==> src/rtl/intcode_loader.sv <==
// Parses a comma-separated ASCII Intcode program one byte per cycle, writes each
// value to the core as a 64-bit word, optionally patches words 1/2, then runs to halt.
module intcode_loader #(
    parameter int  MAX_WORDS = 4096,
    parameter bit  PATCH_EN  = 1'b1,
    localparam int WCW       = $clog2(MAX_WORDS + 1)
) (
    input  logic           clk,
    input  logic           reset,
    input  logic           start,
    input  logic [63:0]    noun,
    input  logic [63:0]    verb,
    input  logic           in_valid,
    input  logic [7:0]     in_data,
    input  logic           in_last,
    output logic           in_ready,
    output logic           write_program,
    output logic [63:0]    data,
    output logic           run_program,
    input  logic           halt,
    output logic           done,
    output logic           error,
    output logic [WCW-1:0] word_count,
    output logic [2:0]     state_dbg
);

    typedef enum logic [2:0] {
        S_IDLE  = 3'd0,
        S_PARSE = 3'd1,
        S_EMIT  = 3'd2,
        S_RUN   = 3'd3,
        S_DONE  = 3'd4,
        S_ERROR = 3'd5
    } state_t;

    state_t         state_q, state_d;
    logic [63:0]    acc_q, acc_d;
    logic           neg_q, neg_d;
    logic           seen_q, seen_d;
    logic           last_q, last_d;
    logic [WCW-1:0] wcnt_q, wcnt_d;
    logic [63:0]    noun_q, noun_d;
    logic [63:0]    verb_q, verb_d;

    logic           is_digit, is_minus, is_comma, is_space;
    logic [63:0]    acc_next;
    logic [63:0]    value;

    assign is_digit = (in_data >= 8'h30) && (in_data <= 8'h39);
    assign is_minus = (in_data == 8'h2d);
    assign is_comma = (in_data == 8'h2c);
    assign is_space = (in_data == 8'h20) || (in_data == 8'h09) ||
                      (in_data == 8'h0d) || (in_data == 8'h0a);

    // acc*10 + digit, wrapping modulo 2^64; '0'..'9' carry the digit in the low nibble
    assign acc_next = (acc_q << 3) + (acc_q << 1) + {60'd0, in_data[3:0]};
    assign value    = neg_q ? (~acc_q + 64'd1) : acc_q;

    assign word_count = wcnt_q;
    assign state_dbg  = state_q;

    always_ff @(posedge clk or posedge reset) begin
        if (reset) begin
            state_q <= S_IDLE;
            acc_q   <= '0;
            neg_q   <= 1'b0;
            seen_q  <= 1'b0;
            last_q  <= 1'b0;
            wcnt_q  <= '0;
            noun_q  <= '0;
            verb_q  <= '0;
        end else begin
            state_q <= state_d;
            acc_q   <= acc_d;
            neg_q   <= neg_d;
            seen_q  <= seen_d;
            last_q  <= last_d;
            wcnt_q  <= wcnt_d;
            noun_q  <= noun_d;
            verb_q  <= verb_d;
        end
    end

    // Input handshake: a byte moves only on a rising edge where in_valid and in_ready
    // are both high; in_ready depends on state alone, never on in_valid.
    always_comb begin
        state_d       = state_q;
        acc_d         = acc_q;
        neg_d         = neg_q;
        seen_d        = seen_q;
        last_d        = last_q;
        wcnt_d        = wcnt_q;
        noun_d        = noun_q;
        verb_d        = verb_q;
        in_ready      = 1'b0;
        write_program = 1'b0;
        data          = '0;
        run_program   = 1'b0;
        done          = 1'b0;
        error         = 1'b0;

        case (state_q)
            S_IDLE, S_DONE, S_ERROR: begin
                done  = (state_q == S_DONE);
                error = (state_q == S_ERROR);
                if (start) begin
                    state_d = S_PARSE;
                    acc_d   = '0;
                    neg_d   = 1'b0;
                    seen_d  = 1'b0;
                    last_d  = 1'b0;
                    wcnt_d  = '0;
                    noun_d  = noun;
                    verb_d  = verb;
                end
            end

            S_PARSE: begin
                in_ready = 1'b1;
                if (in_valid) begin
                    if (is_digit) begin
                        acc_d  = acc_next;
                        seen_d = 1'b1;
                        if (in_last) begin
                            state_d = S_EMIT;
                            last_d  = 1'b1;
                        end
                    end else if (is_minus) begin
                        // a sign with no digit after it on the final byte is a dangling field
                        if (seen_q || neg_q || in_last) state_d = S_ERROR;
                        else                            neg_d   = 1'b1;
                    end else if (is_space) begin
                        if (in_last) begin
                            if (seen_q) begin
                                state_d = S_EMIT;
                                last_d  = 1'b1;
                            end else if (neg_q || wcnt_q == '0) begin
                                state_d = S_ERROR;
                            end else begin
                                state_d = S_RUN;
                            end
                        end
                    end else if (is_comma) begin
                        if (!seen_q) begin
                            state_d = S_ERROR;
                        end else begin
                            state_d = S_EMIT;
                            last_d  = in_last;
                        end
                    end else begin
                        state_d = S_ERROR;
                    end
                end
            end

            S_EMIT: begin
                acc_d  = '0;
                neg_d  = 1'b0;
                seen_d = 1'b0;
                last_d = 1'b0;
                if (wcnt_q == WCW'(MAX_WORDS)) begin
                    state_d = S_ERROR;
                end else begin
                    write_program = 1'b1;
                    if (PATCH_EN && wcnt_q == WCW'(1))      data = noun_q;
                    else if (PATCH_EN && wcnt_q == WCW'(2)) data = verb_q;
                    else                                    data = value;
                    wcnt_d  = wcnt_q + WCW'(1);
                    state_d = last_q ? S_RUN : S_PARSE;
                end
            end

            S_RUN: begin
                run_program = 1'b1;
                if (halt) state_d = S_DONE;
            end

            default: state_d = S_IDLE;
        endcase
    end

endmodule

==> config.mk <==
export PLATFORM = sky130hd
export DESIGN_NAME = intcode_loader
export DESIGN_NICKNAME = d
export VERILOG_FILES = /design/src/rtl/intcode_loader.sv
export SDC_FILE = /design/constraint.sdc
export NUM_CORES = 1
export LEC_CHECK = 0
export CELL_PAD_IN_SITES_DETAIL_PLACEMENT = 0
export CELL_PAD_IN_SITES_GLOBAL_PLACEMENT = 1
export CORE_ASPECT_RATIO = 0.6
export CORE_UTILIZATION = 40
export CTS_BUF_LIST = sky130_fd_sc_hd__clkbuf_8 sky130_fd_sc_hd__clkbuf_16
export DETAILED_ROUTE_END_ITERATION = 8
export PLACE_DENSITY = 0.86
export SKIP_LAST_GASP = 1
export SLEW_MARGIN = 30
export SYNTH_ARGS = -nofsm -noshare
export SYNTH_HDL_FRONTEND = slang
export SYNTH_SLANG_ARGS = --single-unit
==> constraint.sdc <==
create_clock -name clk -period 7.8 [get_ports clk]
set_input_delay 1.17 -clock clk [delete_from_list [all_inputs] [get_ports clk]]
set_output_delay 1.17 -clock clk [all_outputs]
set_load 0.005 [all_outputs]
== Word level (Yosys, flattened, before mapping) ==
Cells that the tools add are included.

* Bits in registers: 211
* Output and inout port bits: 85
* Word-level logic and storage cells: 114

* Add/subtract/negate cells: 4
* Order comparisons: 2
* Equal/unequal tests: 28
* Multiplexer cells: 53
* Bitwise logic cells: 1
* Reductions and logical operators: 18

{| class="wikitable"
|+ Operator list
! kind !! count
|-
| $mux W64 || 8
|-
| $pmux W64 S3 || 1
|-
| $add A64 B1 Y64 const B || 1
|-
| $add A64 B4 Y64 || 1
|-
| $add A64 B64 Y64 || 1
|-
| $not A64 Y64 || 1
|-
| $mux W3 || 14
|-
| $mux W13 || 2
|-
| $pmux W13 S2 || 1
|-
| $eq A8 B4 Y1 const B || 3
|-
| $eq A8 B6 Y1 const B || 3
|-
| $mux W1 || 22
|-
| $ne A2 B2 Y1 const B || 8
|-
| $add A13 B1 Y13 const B || 1
|-
| $eq A13 B1 Y1 const B || 1
|-
| $eq A13 B13 Y1 const B || 1
|-
| $eq A13 B2 Y1 const B || 1
|-
| $logic_not A13 Y1 || 1
|-
| $ne A4 B4 Y1 const B || 3
|-
| $pmux W3 S4 || 1
|-
| $reduce_and A6 Y1 || 2
|-
| $ne A3 B3 Y1 const B || 3
|-
| $pmux W1 S3 || 3
|-
| $ge A8 B6 Y1 const B || 1
|-
| 15 further kinds || 22
|}

== Longest topological paths before layout ==
* Depth in word-level cells: 10
* Gate-level depth with buffers: 14
* Mapped depth without buffers: 13

== Worst setup path after synthesis ==
No wires, ideal clock.

* Kind: flip-flop to output port
* From: reg acc_q[25]
* To: out data[51]
* Data arrival time: 3340 ps
* Data required time: 6630 ps
* Setup slack: 3290 ps
* Cell stages (with the launch flop): 10
* Cells stage by stage: dfrtp_1 -> or4_4 -> or4_4 -> or4_4 -> or3_4 -> or2_2 -> o41ai_2 -> xor2_1 -> a211o_1 -> a21oi_1

* Longest elaborated chain between the ends: 7

{| class="wikitable"
|+ RTL lines
! what !! line !! RTL
|-
| start, declared || 37 || <nowiki>logic [63:0] acc_q, acc_d;</nowiki>
|-
| start signal, assigned || 65 || <nowiki>acc_q <= '0;</nowiki>
|-
| start signal, assigned || 74 || <nowiki>acc_q <= acc_d;</nowiki>
|-
| $not A64 Y64 || 57 || <nowiki>assign value = neg_q ? (~acc_q + 64'd1) : acc_q;</nowiki>
|-
| $add A64 B1 Y64 || 57 ||
|-
| $mux W64 || 57 ||
|-
| $mux W64 || 166 || <nowiki>else if (PATCH_EN && wcnt_q == WCW'(2)) data = verb_q;</nowiki>
|-
| $mux W64 || 165 || <nowiki>if (PATCH_EN && wcnt_q == WCW'(1)) data = noun_q;</nowiki>
|-
| $mux W64 || 161 || <nowiki>if (wcnt_q == WCW'(MAX_WORDS)) begin</nowiki>
|-
| $mux W64 || 102 || <nowiki>case (state_q)</nowiki>
|-
| end, declared || 18 || <nowiki>output logic [63:0] data,</nowiki>
|}

Every way passes these cells.

== Worst setup path after layout ==
* From: reg acc_q[24]
* To: out data[61]

Same word-level chain as after synthesis.

==> impl_metrics.csv <==
group,metric,value,unit
cells_and_area,layout.cells.non_filler,2392,
critical_path,worstPathMaxFanout,6,
critical_path,critPathMostFrequentCell,"or4_4",
grt,met3_usage,0.0473,
logic_synthesis,ys_top_cells_by_area,"dfrtp_1 (35%), ha_1 (10%), mux2_2 (9.4%)",
logic_synthesis,async_flop_share,1.00,
placed_design,placed_cells,2352,
floorplanning,pin_count,227,
sta,setup-tns-final,0,ns
critical_path,rrSetupSlack,3.27,ns
cells_and_area,syn_to_final_growth,22.9,%
critical_path,startpoint,"acc_q[24]$_DFFE_PP0P_",
clock_network,postCtsResizedCells,0,
sta,finalCriticalPeriod,6.19,ns
hold_path,hp-start,"verb_q[47]$_DFFE_PP0P_",
critical_path,cp-start-kind,"flop",
sta,finalSetupViolCount,0,
logic_synthesis,syn_inst,1689,
logic_synthesis,synth_top_cell_area_share,0.345,
cells_and_area,antenna_cells,0,
logic_synthesis,yosysWarnings,0,
sta,finalHoldViolations,0,
critical_path,end_kind,"output port",
logic_synthesis,synth_seq_cells,211,
floorplanning,core_area,0.0376,mm^2
cells_and_area,drive_gt1_frac,0.112,
grt,globalRouteMet1Util,0.376,
grt,grtUsageTotal,0.248,
clock_network,root_buffer,"clkbuf_16",
floorplanning,die_area,0.0390,mm^2
sta,fin_skew,0.0129,ns
critical_path,path_class,"flop to output port",
clock_network,clock_latency,0.53,ns
placed_design,numPortBuffers,226,
hold_path,hold_end,"verb_q[47]$_DFFE_PP0P_",
sta,grt_setup_unrepaired,"false",
hold_path,whs_path_depth,1,
logic_synthesis,synth.cell_area,0.0153,mm^2
grt,met2_usage,0.359,
logic_synthesis,ys_dominant_reg_cell,"dfrtp_1",
grt,grt_pass1_vias,13235,
sta,relSlewSlack,0.348,
critical_path,r2r-start,"acc_q[2]$_DFFE_PP0P_",
floorplanning,num_rows,55,
grt,overflow,0,
route,avgViaCountPerCell,5.90,
route,wl_per_cell,20.7,um
clock_network,hold_buffers,0,
floorplanning,start_util,0.406,
clock_network,cts_tree,"yes",
placed_design,hpwl,35000,um
logic_synthesis,synth_nets,1960,
clock_network,cts_sinks,211,
critical_path,required,6.63,ns
job,drv_cap,0,
route,detail-route-antenna-nets,0,
critical_path,r2r-end,"acc_q[46]$_DFFE_PP0P_",
grt,gr-max-usage-layer,"met1",
cells_and_area,final_nets,2135,
clock_network,cts_buffers,23,
clock_network,postCtsSetupBuffers,0,
logic_synthesis,yosysTopAreaCell,"dfrtp_1",
route,drt_iter0_markers,1419,
sta,drv_slew,0,
critical_path,max_stage_delay,0.69,ns
power_and_ir_drop,vdd_drop_max,0.000194,V
route,dr_total_vias,14111,
sta,min_period_over_period,0.794,
grt,antenna_found_initial,0,
logic_synthesis,yosysUniqueCellTypes,71,
sta,tightest_slew,0.969,ns
sta,timing.fmax,0.161,GHz
run_status,status,"finished, final reports clean",
hold_path,min_path_type,"flop to flop",
grt,grt_pass1_wl,76600,um
route,drc,0,
floorplanning,die_w,254,um
route,dr.pass1.iters,7,
critical_path,cp_slowest_cell,"o31ai_1",
floorplanning,die_y,153,um
critical_path,worstRegToRegCells,14,
grt,grt_max_degree,146,
logic_synthesis,ys_seq_area_frac,0.345,
power_and_ir_drop,power_density,194,mW/mm^2
critical_path,path_cells,"or4_4, or4_4, or4_4, or3_4, o31ai_1, nand2_1, xnor2_1, o21ai_0, o211a_1, clkdlybuf4s50_1",
critical_path,cp.arrival,5.02,ns
clock_network,clockBufferDepth,3,
clock_network,clk_pin_slew,0.06,ns
placed_design,gp_congestion,0.973,
route,finalWirelength,49400,um
logic_synthesis,synth_edf_count,0,
cells_and_area,utilization,0.499,
clock_network,htree_levels,1,
power_and_ir_drop,p_leak,8.56,nW
logic_synthesis,syn_area_per_cell,9.05,um^2
-- per-stage QoR --
step / setup slack [ns] / cell area (um^2) / total power, W / hold WS (ns)
floorplan: 0.864 / 15300 / 0.00222 / 0.473
global placement: 2.09 / 18000 / 0.00248 / 0.484
detailed placement: 2.08 / 18000 / 0.00252 / 0.491
CTS: 1.76 / 18800 / 0.00365 / 0.505
global route: 1.37 / 18800 / 0.00381 / 0.512
finish: 1.61 / 18800 / 0.00364 / 0.505
-- synthesized netlist by cell type, drive strengths merged, types with 26 or more instances --
cell type,instances
dfrtp,211
a21o,39
inv,28
o21ai,107
mux2,128
nand2,235
nor2,110
clkbuf,81
xor2,66
or3,26
a311oi,36
xnor2,50
ha,127
nand3,43
a21oi,119
-- layer usage --
| layer | routed length [um] | share of wire | vias up |
|---|---|---|---|
| met5 | 0 | 0 | - |
| met4 | 1070 | 0.022 | 0 |
| met3 | 3740 | 0.076 | 69 |
| met2 | 21100 | 0.43 | 545 |
| met1 | 23500 | 0.48 | 6940 |
| li1 | - | - | 6557 |
-- cell families after synthesis --
kind of cell    Yosys count  share of synthesized area
compound gates          452                      0.195
xor+xnor                116                     0.0665
fa+ha+maj               129                      0.107
buf+inv                 116                     0.0285
flops                   211                      0.345
mux                     129                     0.0949
simple gates            536                      0.163
-- worst max path at each step --
stage | endpoint | cells past startpoint
2_1_floorplan | acc_q[0]$_DFFE_PP0P_ | 1
3_3_place_gp | acc_q[46]$_DFFE_PP0P_ | 15
3_5_place_dp | acc_q[46]$_DFFE_PP0P_ | 15
4_1_cts | data[61] | 10
5_1_grt | data[61] | 10
6_report | data[61] | 10
-- critical path: cells and delay by family, from the launching register on --
family                    cells  cell delay, ns
buffers and inverters         1            0.55
DFF                           1            0.50
xor gates and xnor gates      1            0.18
and+or+nand+nor               5            2.26
AOI/OAI and AO/OA             3            1.01
-- flip-flops by register name, summed over array words and instances (netlist names) --
name / cells
state_dbg: 3
seen_q: 1
word_count: 13
noun_q: 64
acc_q: 64
neg_q: 1
last_q: 1
verb_q: 64
-- where the power goes --
| group | internal [W] | switching (W) |
|---|---|---|
| Combinational | 0.000464 | 0.000411 |
| Clock | 0.000638 | 0.000483 |
| Sequential | 0.00144 | 0.000199 |
| Total | 0.00255 | 0.00109 |
-- placed cells by master (no fill, tap or decap), drive strengths merged, types with 21 or more instances in the layout --
cell / netlist / final
ha: 127 / 127
nand2: 235 / 235
nand3: 43 / 43
dfrtp: 211 / 211
mux2: 128 / 128
clkbuf: 81 / 30
nor2: 110 / 110
a21oi: 119 / 119
xnor2: 50 / 50
a311oi: 36 / 36
xor2: 66 / 66
or3: 26 / 26
nor3: 21 / 21
clkdlybuf4s50: 0 / 226
o211ai: 22 / 22
a21o: 39 / 39
o21ai: 107 / 107
inv: 28 / 32
-- layout make-up --
type | count | area, um^2
multi-input cells | 1362 | 9610
clock buffers | 30 | 672
inverters | 28 | 113
repair buffers | 238 | 2380
clock inverters | 10 | 81.3
well taps | 513 | 642
flip-flops and latches | 211 | 5280
fillers | 3528 | 18900
No activity file was read; power rests on OpenSTA's default activity.
